File: src/rtl/pipe_pkg.sv
// Shared definitions for the pipeline stage family: the holding-state encoding
// and the bit value that idle stages drive on their payload outputs.
package pipe_pkg;

  typedef enum logic [1:0] {
    EMPTY = 2'd0,
    ONE   = 2'd1,
    FULL  = 2'd2
  } state_e;

  localparam logic BUBBLE_BIT = 1'b0;

  function automatic logic [1:0] occupancy_of(input state_e s);
    case (s)
      ONE:     return 2'd1;
      FULL:    return 2'd2;
      default: return 2'd0;
    endcase
  endfunction

endpackage

File: src/rtl/pipe_sat_cnt.sv
// Saturating up-counter: advances on inc and sticks at all-ones.
module pipe_sat_cnt #(
  parameter int CW = 16
) (
  input  logic          clk,
  input  logic          reset,
  input  logic          inc,
  output logic [CW-1:0] count
);

  // NOTE: clocked state is always written with <= so every flop samples pre-edge values.
  always_ff @(posedge clk) begin
    if (reset) begin
      count <= '0;
    end else if (inc && (count != {CW{1'b1}})) begin
      count <= count + CW'(1);
    end
  end

endmodule

File: src/rtl/pipe_skid_stage.sv
// Valid/ready pipeline stage with optional skid entry, flush, occupancy report
// and a saturating back-pressure counter.
module pipe_skid_stage
  import pipe_pkg::*;
#(
  parameter int               WIDTH  = 32,
  parameter bit               SKID   = 1'b1,
  parameter logic [WIDTH-1:0] BUBBLE = {WIDTH{BUBBLE_BIT}},
  parameter int               CW     = 16
) (
  input  logic             clk,
  input  logic             reset,
  input  logic             in_valid,
  input  logic [WIDTH-1:0] in_data,
  output logic             in_ready,
  output logic             out_valid,
  output logic [WIDTH-1:0] out_data,
  input  logic             out_ready,
  input  logic             flush,
  output logic [1:0]       occupancy,
  output logic [CW-1:0]    stall_cnt
);

  state_e           state_q, state_d;
  logic [WIDTH-1:0] main_q, skid_q;
  logic             load_main, load_skid, main_from_skid;
  logic             accept, pop;

  assign accept    = in_valid && in_ready;
  assign pop       = out_valid && out_ready;
  assign out_valid = (state_q != EMPTY);
  assign out_data  = out_valid ? main_q : BUBBLE;
  assign occupancy = occupancy_of(state_q);

  // NOTE: every always_comb output gets a default first, so no path can infer a latch.
  always_comb begin
    state_d        = state_q;
    load_main      = 1'b0;
    load_skid      = 1'b0;
    main_from_skid = 1'b0;
    if (flush) begin
      state_d = EMPTY;
    end else begin
      case (state_q)
        EMPTY: if (accept) begin
          state_d   = ONE;
          load_main = 1'b1;
        end
        ONE: case ({accept, pop})
          2'b10:   begin state_d = FULL; load_skid = 1'b1; end
          2'b01:   state_d   = EMPTY;
          2'b11:   load_main = 1'b1;
          default: ;
        endcase
        FULL: if (pop) begin
          state_d        = ONE;
          main_from_skid = 1'b1;
        end
        default: state_d = EMPTY;
      endcase
    end
  end

  always_ff @(posedge clk) begin
    if (reset) state_q <= EMPTY;
    else       state_q <= state_d;
  end

  // NOTE: payload registers are reset here because the stage must come up with zeroed entries;
  // a plain datapath register that is never observed before being loaded would not need it.
  always_ff @(posedge clk) begin
    if (reset) begin
      main_q <= '0;
      skid_q <= '0;
    end else begin
      if (load_main)           main_q <= in_data;
      else if (main_from_skid) main_q <= skid_q;
      if (load_skid)           skid_q <= in_data;
    end
  end

  generate
    if (SKID) begin : g_skid
      // Registered ready breaks the out_ready -> in_ready path; reset only masks it.
      logic ready_q;
      always_ff @(posedge clk) begin
        if (reset) ready_q <= 1'b1;
        else       ready_q <= (state_d != FULL);
      end
      assign in_ready = ready_q && !reset;
    end else begin : g_pass
      assign in_ready = (!out_valid || out_ready) && !reset;
    end
  endgenerate

  pipe_sat_cnt #(.CW(CW)) u_stall_cnt (
    .clk   (clk),
    .reset (reset),
    .inc   (out_valid && !out_ready),
    .count (stall_cnt)
  );

endmodule

File: config.mk
export PLATFORM = sky130hd
export DESIGN_NAME = pipe_skid_stage
export DESIGN_NICKNAME = d
export VERILOG_FILES = /design/src/rtl/pipe_pkg.sv /design/src/rtl/pipe_sat_cnt.sv /design/src/rtl/pipe_skid_stage.sv
export SDC_FILE = /design/constraint.sdc
export NUM_CORES = 1
export LEC_CHECK = 0
export CAP_MARGIN = 20
export CORE_MARGIN = 10
export CORE_UTILIZATION = 49
export DETAILED_ROUTE_END_ITERATION = 6
export GPL_TIMING_DRIVEN = 0
export PLACE_DENSITY_LB_ADDON = 0.08
export SLEW_MARGIN = 20
export SYNTH_ARGS = -nofsm -noshare
export SYNTH_HDL_FRONTEND = slang
export SYNTH_SLANG_ARGS = --single-unit
File: constraint.sdc
create_clock -name clk -period 2.1 [get_ports clk]
set_clock_uncertainty 0.15 [all_clocks]
set_input_delay 0.42 -clock clk [delete_from_list [all_inputs] [get_ports clk]]
set_output_delay 0.42 -clock clk [all_outputs]
set_load 0.005 [all_outputs]
==> results.toml, run 1 <==
[outcome]
status = "finished, final reports clean"

[yosys]
yosysMostFrequentCell = "nand2_1"
synth-seq-cells = 83
synth_top_flop_cell = "dfxtp_1"
netlist.area_leader.share_pct = 45.6
syn_nets = 477
synth_edf_count = 0
async_flop_share_pct = 0
synth.distinct_cells = 34
yosys-top-cells-area = "dfxtp_1 (46%), nand2_1 (11%), mux2i_1 (8.8%), a21oi_1 (6.6%), nor2b_1 (5.8%)"
syn_inst = 439
synth_area_leader_cell = "dfxtp_1"
yosys_warnings = 0
synth_common_cells = "nand2_1 (103), dfxtp_1 (83), a21oi_1 (48)"
synth_area_um2 = 3650
yosysSeqAreaShare_pct = 45.6
syn_area_per_cell_um2 = 8.31

[global_route]
grt_pass1_vias = 3194
antenna_found_initial = 0
overflow = 0
grt_usage_pct = 16.5
grt_max_degree = 15
grt_pass1_wl_um = 15500

[pwr]
power_density_nw_per_um2 = 615
intPower_uw = 2400
p_seq_share_pct = 51.0
peakVddDrop_mv = 0.400
p_sw_uw = 717
power_frac_comb_pct = 8.7
clkPwrFrac_pct = 40.3
swShare_pct = 23.0
leakage_uw = 0.00195

[drt]
ant_nets = 0
drt_first_iter_violations = 116
wire_per_inst_um = 15.0
drc = 0
vias = 3406
routed_via_density = 5.21
drt-pass1-iter-count = 6
wl_um = 9820

[cts]
hold_buffers = 0
clk_latency_ps = 350
clockRootBuffer = "clkbuf_8"
clock_sinks = 83
numCtsBuffers = 9
clkTransAtPathRegs_ps = 80
htreeDepth = 3
tritoncts = "done"
clock_path_buffers = 2

[finish]
final_area_um2 = 5070
nFillCells = 626
drive_gt1_share_pct = 13.9
areaGrowthSynthToFinish_pct = 38.9
n_antenna_cell = 0
nets = 588

[die]
die_h_um = 106
die_w_um = 106
core_region_area_um2 = 7250
ios = 89
placementRows = 31
start_util_pct = 50.3
die_area_um2 = 11300

[flow_run]
maxCapViolations = 0

[sta]
hold-worst-slack_ps = 295
relSlewSlack_pct = 66.3
period_needed_ps = 2090
rsz0062_at_grt = "yes"
fin_setup_tns_ps = 0
slew_violations = 0
setup_viol = 0
worstMarginPinSlew_ps = 498
fmax_ghz = 0.479
finalCritPeriodShare_pct = 99.3
hold_viol_final = 0

[worst_hold_path]
hold_path_class = "register to register"

[worst_setup_path]
max_stage_delay_ps = 310
arrival_ps = 1520
path_class = "register to output pin"
critical_path.endpoint_type = "output pin"
cp.required_ps = 1530
critical_path.top_delay_family = "buffers and inverters"
cp_num_buf_inv = 4
crit_slowest_cell = "dfxtp_1"
cp_max_fo = 9
cp-start-kind = "register"
crit_chain = "buf_6, nor2_4, buf_12, clkbuf_16, nor2b_2, dlygate4sd2_1"

[placed_design]
io_buffers = 87
placed_area_um2 = 4640
hpwl_um = 6840
gp_congestion = 0.801
==> per-layer routing <==
metal  part of all wire (%)  routed length [um]  up-vias  global-route usage (%)
li1                       -                   -     1747                       -
met1                     43                4200     1565                    20.1
met2                     49                4810       84                    27.0
met3                    7.1                 693       10                    5.19
met4                    1.2                 115        0                    5.51
met5                      0                   0        -                       0
==> stage by stage <==
stage	util, %	total power (uW)	setup WS, ps	std cells
floorplan	-	1740	280	439
global placement	64.0	1850	-332	625
detailed placement	64.0	1860	-341	625
CTS	67.4	3100	-11.4	642
global route	69.9	3230	-46.6	654
finish	69.9	3120	13.9	654
==> worst min-delay path, cell delays in order, from the launching register on <==
cell and delay [ps]:
dfxtp_1 310, nand2_1 50, o21ai_1 50
==> registers in the layout, summed over array words and instances (netlist names) <==
name,count
skid_q,32
g_skid.ready_q,1
main_q,32
state_q,2
u_stall_cnt.count,16
==> path summary, 6_finish.rpt <==
check / from / endpoint / slack, ps / cells past startpoint
max: state_q[1] / out_data[13] / 10 / 6
max reg2reg: state_q[1] / skid_q[5] / 100 / 7
min reg2reg: main_q[24] / main_q[24] / 290 / 2
min: main_q[24] / main_q[24] / 290 / 2
==> cell type report <==
class                      count  area (um^2)  share of cell area, %
buffer                        29          190                   3.75
clock buffer                  10          128                   2.52
timing repair buffer         100          957                   18.9
inverter                       7         26.3                  0.519
clock inverter                 6         90.1                   1.78
tap                           99          124                   2.44
sequential                    83         1660                   32.8
multi-input combinational    320         1890                   37.3
==> placed cells by master, fill, tap and decap left out, drive strengths merged <==
master and n:
ha 1, o22a 1, nor4bb 1, clkinv 3
buf 30, nand4 9, nor2b 34, nand3b 2
and4 2, nand2 104, nand2b 3, o31ai 10
clkdlybuf4s50 53, o21ai 38, nor4 2, nor2 2
dlygate4sd2 13, and3 2, a311oi 1, clkbuf 34
dfxtp 83, nand3 5, or3 3, a211o 1
a2111o 1, a21oi 48, bufinv 2, clkdlybuf4s15 9
o21ba 2, clkinvlp 1, nor3 4, mux2 1
and4bb 1, or4 10, inv 7, mux2i 32
==> cell families (layout without fill, tap and decap cells) <==
family / Yosys count / count (layout) / synth area share [%]
AOI/OAI and AO/OA: 102 / 102 / 15.6
muxes: 33 / 33 / 9.09
DFF: 83 / 83 / 45.6
and+or+nand+nor: 184 / 184 / 25.0
buffers and inverters: 36 / 152 / 4.36
adders and majority gates: 1 / 1 / 0.343
==> what timing repair did <==
action,CTS,global route
resized for setup,55,54
cloned,0,3
pin swaps,1,4
setup endpoints to repair,39,96
setup buffers,1,9
hold endpoints to repair,0,0
==> power groups by stage <==
| stage | Combinational [uW] | Sequential [uW] | Clock [uW] |
|---|---|---|---|
| floorplan | 112 | 1620 | 0 |
| global placement | 229 | 1620 | 0 |
| detailed placement | 231 | 1630 | 0 |
| CTS | 239 | 1590 | 1280 |
| global route | 293 | 1590 | 1350 |
| finish | 272 | 1590 | 1260 |
No activity file was read; power rests on OpenSTA's default activity.
==> run 2: changes to the inputs <==
Settings changed: CAP_MARGIN 20 to 25, PLACE_DENSITY set to 0.85, PLACE_DENSITY_LB_ADDON 0.08 to not set.
==> run 2 against run 1 <==
Net effect: wire length up 8.7%; critical endpoint is now out_data[17]; via count up 3.7%; global-route usage up 1.6 points; maximum frequency down 4.7%; register-to-register slack better by 50 ps; the run now ends with setup timing left; sequential share of layout area up 0.23 points; critical path depth up 1; clock power down 8%; largest cell class unchanged; combinational power down 3%.
==> results.toml, run 2 (synthesized netlist as in run 1, its figures left out) <==
[cts]
clock_path_buffers = 2
clockRootBuffer = "clkbuf_8"
clk_latency_ps = 350
clkTransAtPathRegs_ps = 80
numCtsBuffers = 9
clock_sinks = 83
htreeDepth = 3
tritoncts = "done"

[placed_design]
io_buffers = 87
placed_area_um2 = 4640
gp_congestion = 0.874
hpwl_um = 7410

[die]
die_w_um = 106
die_h_um = 106
core_region_area_um2 = 7250
start_util_pct = 50.3
die_area_um2 = 11300
placementRows = 31
ios = 89

[drt]
drt-pass1-iter-count = 4
drc = 0
vias = 3533
drt_first_iter_violations = 207
routed_via_density = 5.36
ant_nets = 0
wl_um = 10700
wire_per_inst_um = 16.2

[finish]
areaGrowthSynthToFinish_pct = 38.7
mostFrequentLayoutCells = "nand2_1 (103), dfxtp_1 (77), clkdlybuf4s50_1 (52)"
top_regs = "main_q: 32 flops, skid_q: 32 flops, u_stall_cnt.count: 16 flops"
nets = 593
final_common_cell = "nand2_1"
multi_input_area_um2 = 1860
n_antenna_cell = 0
final_area_um2 = 5060
nFillCells = 571
drive_gt1_share_pct = 13.6
regArea_um2 = 1670

[sta]
hold-worst-slack_ps = 297
finalCritPeriodShare_pct = 104
setup_ws_ps = -89.9
rsz0062_at_grt = "yes"
worstMarginPinSlew_ps = 524
setup_viol = 19
relSlewSlack_pct = 64.8
slew_violations = 0
fmax_ghz = 0.457
period_needed_ps = 2190
hold_viol_final = 0

[worst_setup_path]
crit_slowest_cell = "dfxtp_2"
cp_num_buf_inv = 5
cp_common_cell = "buf_6"
critical_path.endpoint_type = "output pin"
path_class = "register to output pin"
cp_max_fo = 6
cp-start-kind = "register"
arrival_ps = 1620
critical_path.top_delay_family = "buffers and inverters"
crit_chain = "buf_6, nor2_4, buf_2, buf_4, buf_6, nor2b_1, dlymetal6s2s_1"
max_stage_delay_ps = 330
cp.required_ps = 1530

[pwr]
power_density_nw_per_um2 = 596
peakVddDrop_mv = 0.277
leakage_uw = 0.00206

[global_route]
overflow = 0
grt_pass1_wl_um = 17100
grt_max_degree = 15
grt_pass1_vias = 3567
antenna_found_initial = 1
grt_usage_pct = 18.1

[worst_hold_path]
hold_path_class = "register to register"

[outcome]
violations = "setup timing"
status = "finished, violations left"

[flow_run]
maxCapViolations = 0
[run 2: changes by cell type in the layout (fill, tap and decap cells not counted), sizes merged, moves of 2 or more]
cell,delta
clkdlybuf4s15,+2
buf,+9
dlymetal6s2s,+9
clkbuf,-12
clkinv,-3
clkinvlp,+2
[run 2: path summary, 6_finish.rpt]
path,start,to,slack [ps],cells after the start
min reg2reg,main_q[17],main_q[17],300,2
max,state_q[0],out_data[17],-90,7
min,main_q[17],main_q[17],300,2
max reg2reg,u_stall_cnt.count[5],u_stall_cnt.count[5],150,6
[run 2: timing repair]
item / 4_1_cts / 5_1_grt
cloned: 2 / 1
buffers inserted: 5 / 12
pin swaps: 1 / 4
hold buffers: 0 / 0
hold endpoints to repair: 0 / 0
resized for setup: 59 / 32
setup endpoints to repair: 46 / 74
[run 2: cell type report]
type / count / share of cell area (%)
Sequential cell: 83 / 33.0
Tap cell: 99 / 2.45
Multi-Input combinational cell: 320 / 36.8
Inverter: 7 / 0.519
Clock buffer: 11 / 2.79
Clock inverter: 5 / 1.21
Buffer: 27 / 3.02
Timing Repair Buffer: 107 / 20.2
[run 2: power breakdown]
group | internal (uW) | total, uW | switching, uW
registers | 1580 | 1590 | 6.03
logic | 137 | 264 | 127
clock network | 587 | 1160 | 574
[run 2: per-stage QoR]
stage                     util [%]  worst slack (ps)  setup TNS (ps)  instances  power [uW]
after floorplan                  -               280               0        439        1740
after global placement        64.0              -310          -19860        625        1850
after detailed placement      64.0              -356          -24870        625        1860
after CTS                     67.9              -203           -2040        647        3010
after global routing          69.7              -138           -2750        659        3100
final                         69.7             -89.9           -1030        659        3010
[run 2: worst reg2reg max path, cell delays in order, from the launching register on]
cell	delay, ps
dfxtp_1	450
nand4_1	210
nor4_4	370
buf_4	210
buf_2	210
o21ai_0	130
a21oi_1	150
[run 2: routing by layer]
metal	GRT usage (%)	share of wire [%]	vias up
met5	0	0.066	-
met2	31.6	50	123
li1	-	-	1753
met1	20.4	41	1645
met3	5.80	7.4	10
met4	6.09	1.1	2
==> run 3: changes to the inputs <==
Settings changed: CORE_MARGIN 10 to 1.
==> run 3 against run 2 <==
Net effect: the run now ends clean; sequential power about the same; flip-flop and latch count unchanged; global-route usage up 6.8 points; final area about the same; register-to-register slack worse by 130 ps; worst hold slack better by 0.63 ps; largest power group unchanged; clock power up 8%; total power up 3.0%; setup slack better by 110 ps.
==> results.toml, run 3 (synthesized netlist as in run 1, its figures left out) <==
[outcome]
status = "finished, final reports clean"

[sta]
slew_violations = 0
hold-worst-slack_ps = 297
fmax_ghz = 0.480
hold_viol_final = 0
fin_setup_tns_ps = 0
setup_viol = 0
period_needed_ps = 2080
relSlewSlack_pct = 66.8
finalCritPeriodShare_pct = 99.2
worstMarginPinSlew_ps = 498

[worst_setup_path]
path_class = "register to register"
cp-start-kind = "register"
r2r_start = "state_q[1]"
crit_slowest_cell = "and4bb_4"
critical_path.endpoint_type = "register"
cp_max_fo = 10
r2r-end = "main_q[26]"
reg2reg_depth = 7
startpoint = "state_q[1]"
endpoint = "main_q[26]"
crit_chain = "buf_6, buf_4, and4bb_4, nand2_4, a211o_4, buf_2, o21ai_1"
arrival_ps = 2200
max_stage_delay_ps = 410
cp.required_ps = 2220
r2r_slack_ps = 20

[cts]
clock_sinks = 83
clockRootBuffer = "clkbuf_8"
numCtsBuffers = 9
htreeDepth = 3
clk_latency_ps = 350
clkTransAtPathRegs_ps = 90
clock_path_buffers = 2
tritoncts = "done"

[die]
die_h_um = 88.3
placementRows = 31
ios = 89
start_util_pct = 50.6
die_w_um = 88.3
core_region_area_um2 = 7210
die_area_um2 = 7790

[drt]
met1Wirelength_um = 3990
vias = 3524
wire_per_inst_um = 14.7
wl_um = 9600
drt_first_iter_violations = 235
drt-pass1-iter-count = 4
ant_nets = 0
wl_met3_um = 658
drc = 0
highest_layer = "met4"
routed_via_density = 5.38
route.met2.wl_um = 4680

[finish]
drive_gt1_share_pct = 14.7
regArea_um2 = 1660
final_common_cell = "nand2_1"
n_antenna_cell = 0
nets = 590
final_area_um2 = 5050
areaGrowthSynthToFinish_pct = 38.6
mostFrequentLayoutCells = "nand2_1 (103), dfxtp_1 (81), clkdlybuf4s50_1 (51)"
top_regs = "main_q: 32 flops, skid_q: 32 flops, u_stall_cnt.count: 16 flops"
multi_input_area_um2 = 1900
nFillCells = 540
final_cells = 655

[placed_design]
dp.cells = 625
placed_area_um2 = 4640
gp_congestion = 0.881
io_buffers = 87
hpwl_um = 6370

[global_route]
grt_max_degree = 15
antenna_found_initial = 0
grt_pass1_wl_um = 15000
grt_pass1_vias = 3302
overflow = 0
grt_usage_pct = 24.9

[pwr]
power_density_nw_per_um2 = 614
p_total_uw = 3100
leakage_uw = 0.00199
peakVddDrop_mv = 0.471

[flow_run]
maxCapViolations = 0

[worst_hold_path]
hold_path_class = "register to register"
[run 3: cell count changes in the layout (fill, tap and decap cells not counted), sizes merged]
cell,before,now
clkdlybuf4s50,52,51
bufinv,1,2
clkdlybuf4s15,11,0
clkinv,0,2
clkinvlp,3,1
clkbuf,22,29
buf,39,33
dlymetal6s2s,9,2
dlygate4sd2,12,25
[run 3: power breakdown]
part	internal (uW)	total, uW	switching, uW
Combinational	139	267	128
Sequential	1580	1590	5.78
Clock	667	1250	581
Total	2390	3100	715
[run 3: worst max-delay path: cells and delay by family (launching register included)]
kind / cells / cell delay, ps
buf+inv: 3 / 470
compound gates: 2 / 550
simple gates: 2 / 510
flops: 1 / 320
[run 3: area by class of cell]
cell class              instances  area share (%)
plain buffers                  29            3.71
clock buffers                   9            2.45
clock inverters                 6            1.78
inverters                       7           0.520
multi-input cells             320            37.7
flip-flops and latches         83            32.9
well taps                      99            2.45
repair buffers                102            18.5
[run 3: per-stage QoR]
stage | setup slack (ps) | utilization, %
after floorplan | 280 | -
after global placement | -306 | 64.3
after detailed placement | -396 | 64.3
after CTS | -56.4 | 69.1
after global routing | -27.5 | 70.1
final | 17.6 | 70.1
[run 3: routing by layer]
layer	track usage [%]	up-vias
met3	5.22	24
met4	11.9	0
met5	0	-
li1	-	1755
met1	29.6	1618
met2	43.0	127
[run 3: what timing repair did]
item                                    4_1_cts  5_1_grt
gates resized for setup                      70       38
endpoints found under the setup margin       38       91
endpoints found under the hold margin         0        0
setup buffers                                 7        6
hold buffers                                  0        0
gates cloned                                  2        0
pin swaps                                     1        6
[run 3: worst min-delay path by stage]
stage	from	end	depth (start not counted)
after floorplan	main_q[0]	main_q[0]	2
after global placement	main_q[0]	main_q[0]	2
after detailed placement	main_q[22]	main_q[22]	2
after CTS	reset	g_skid.ready_q	2
after global routing	main_q[22]	main_q[22]	2
final	main_q[22]	main_q[22]	2
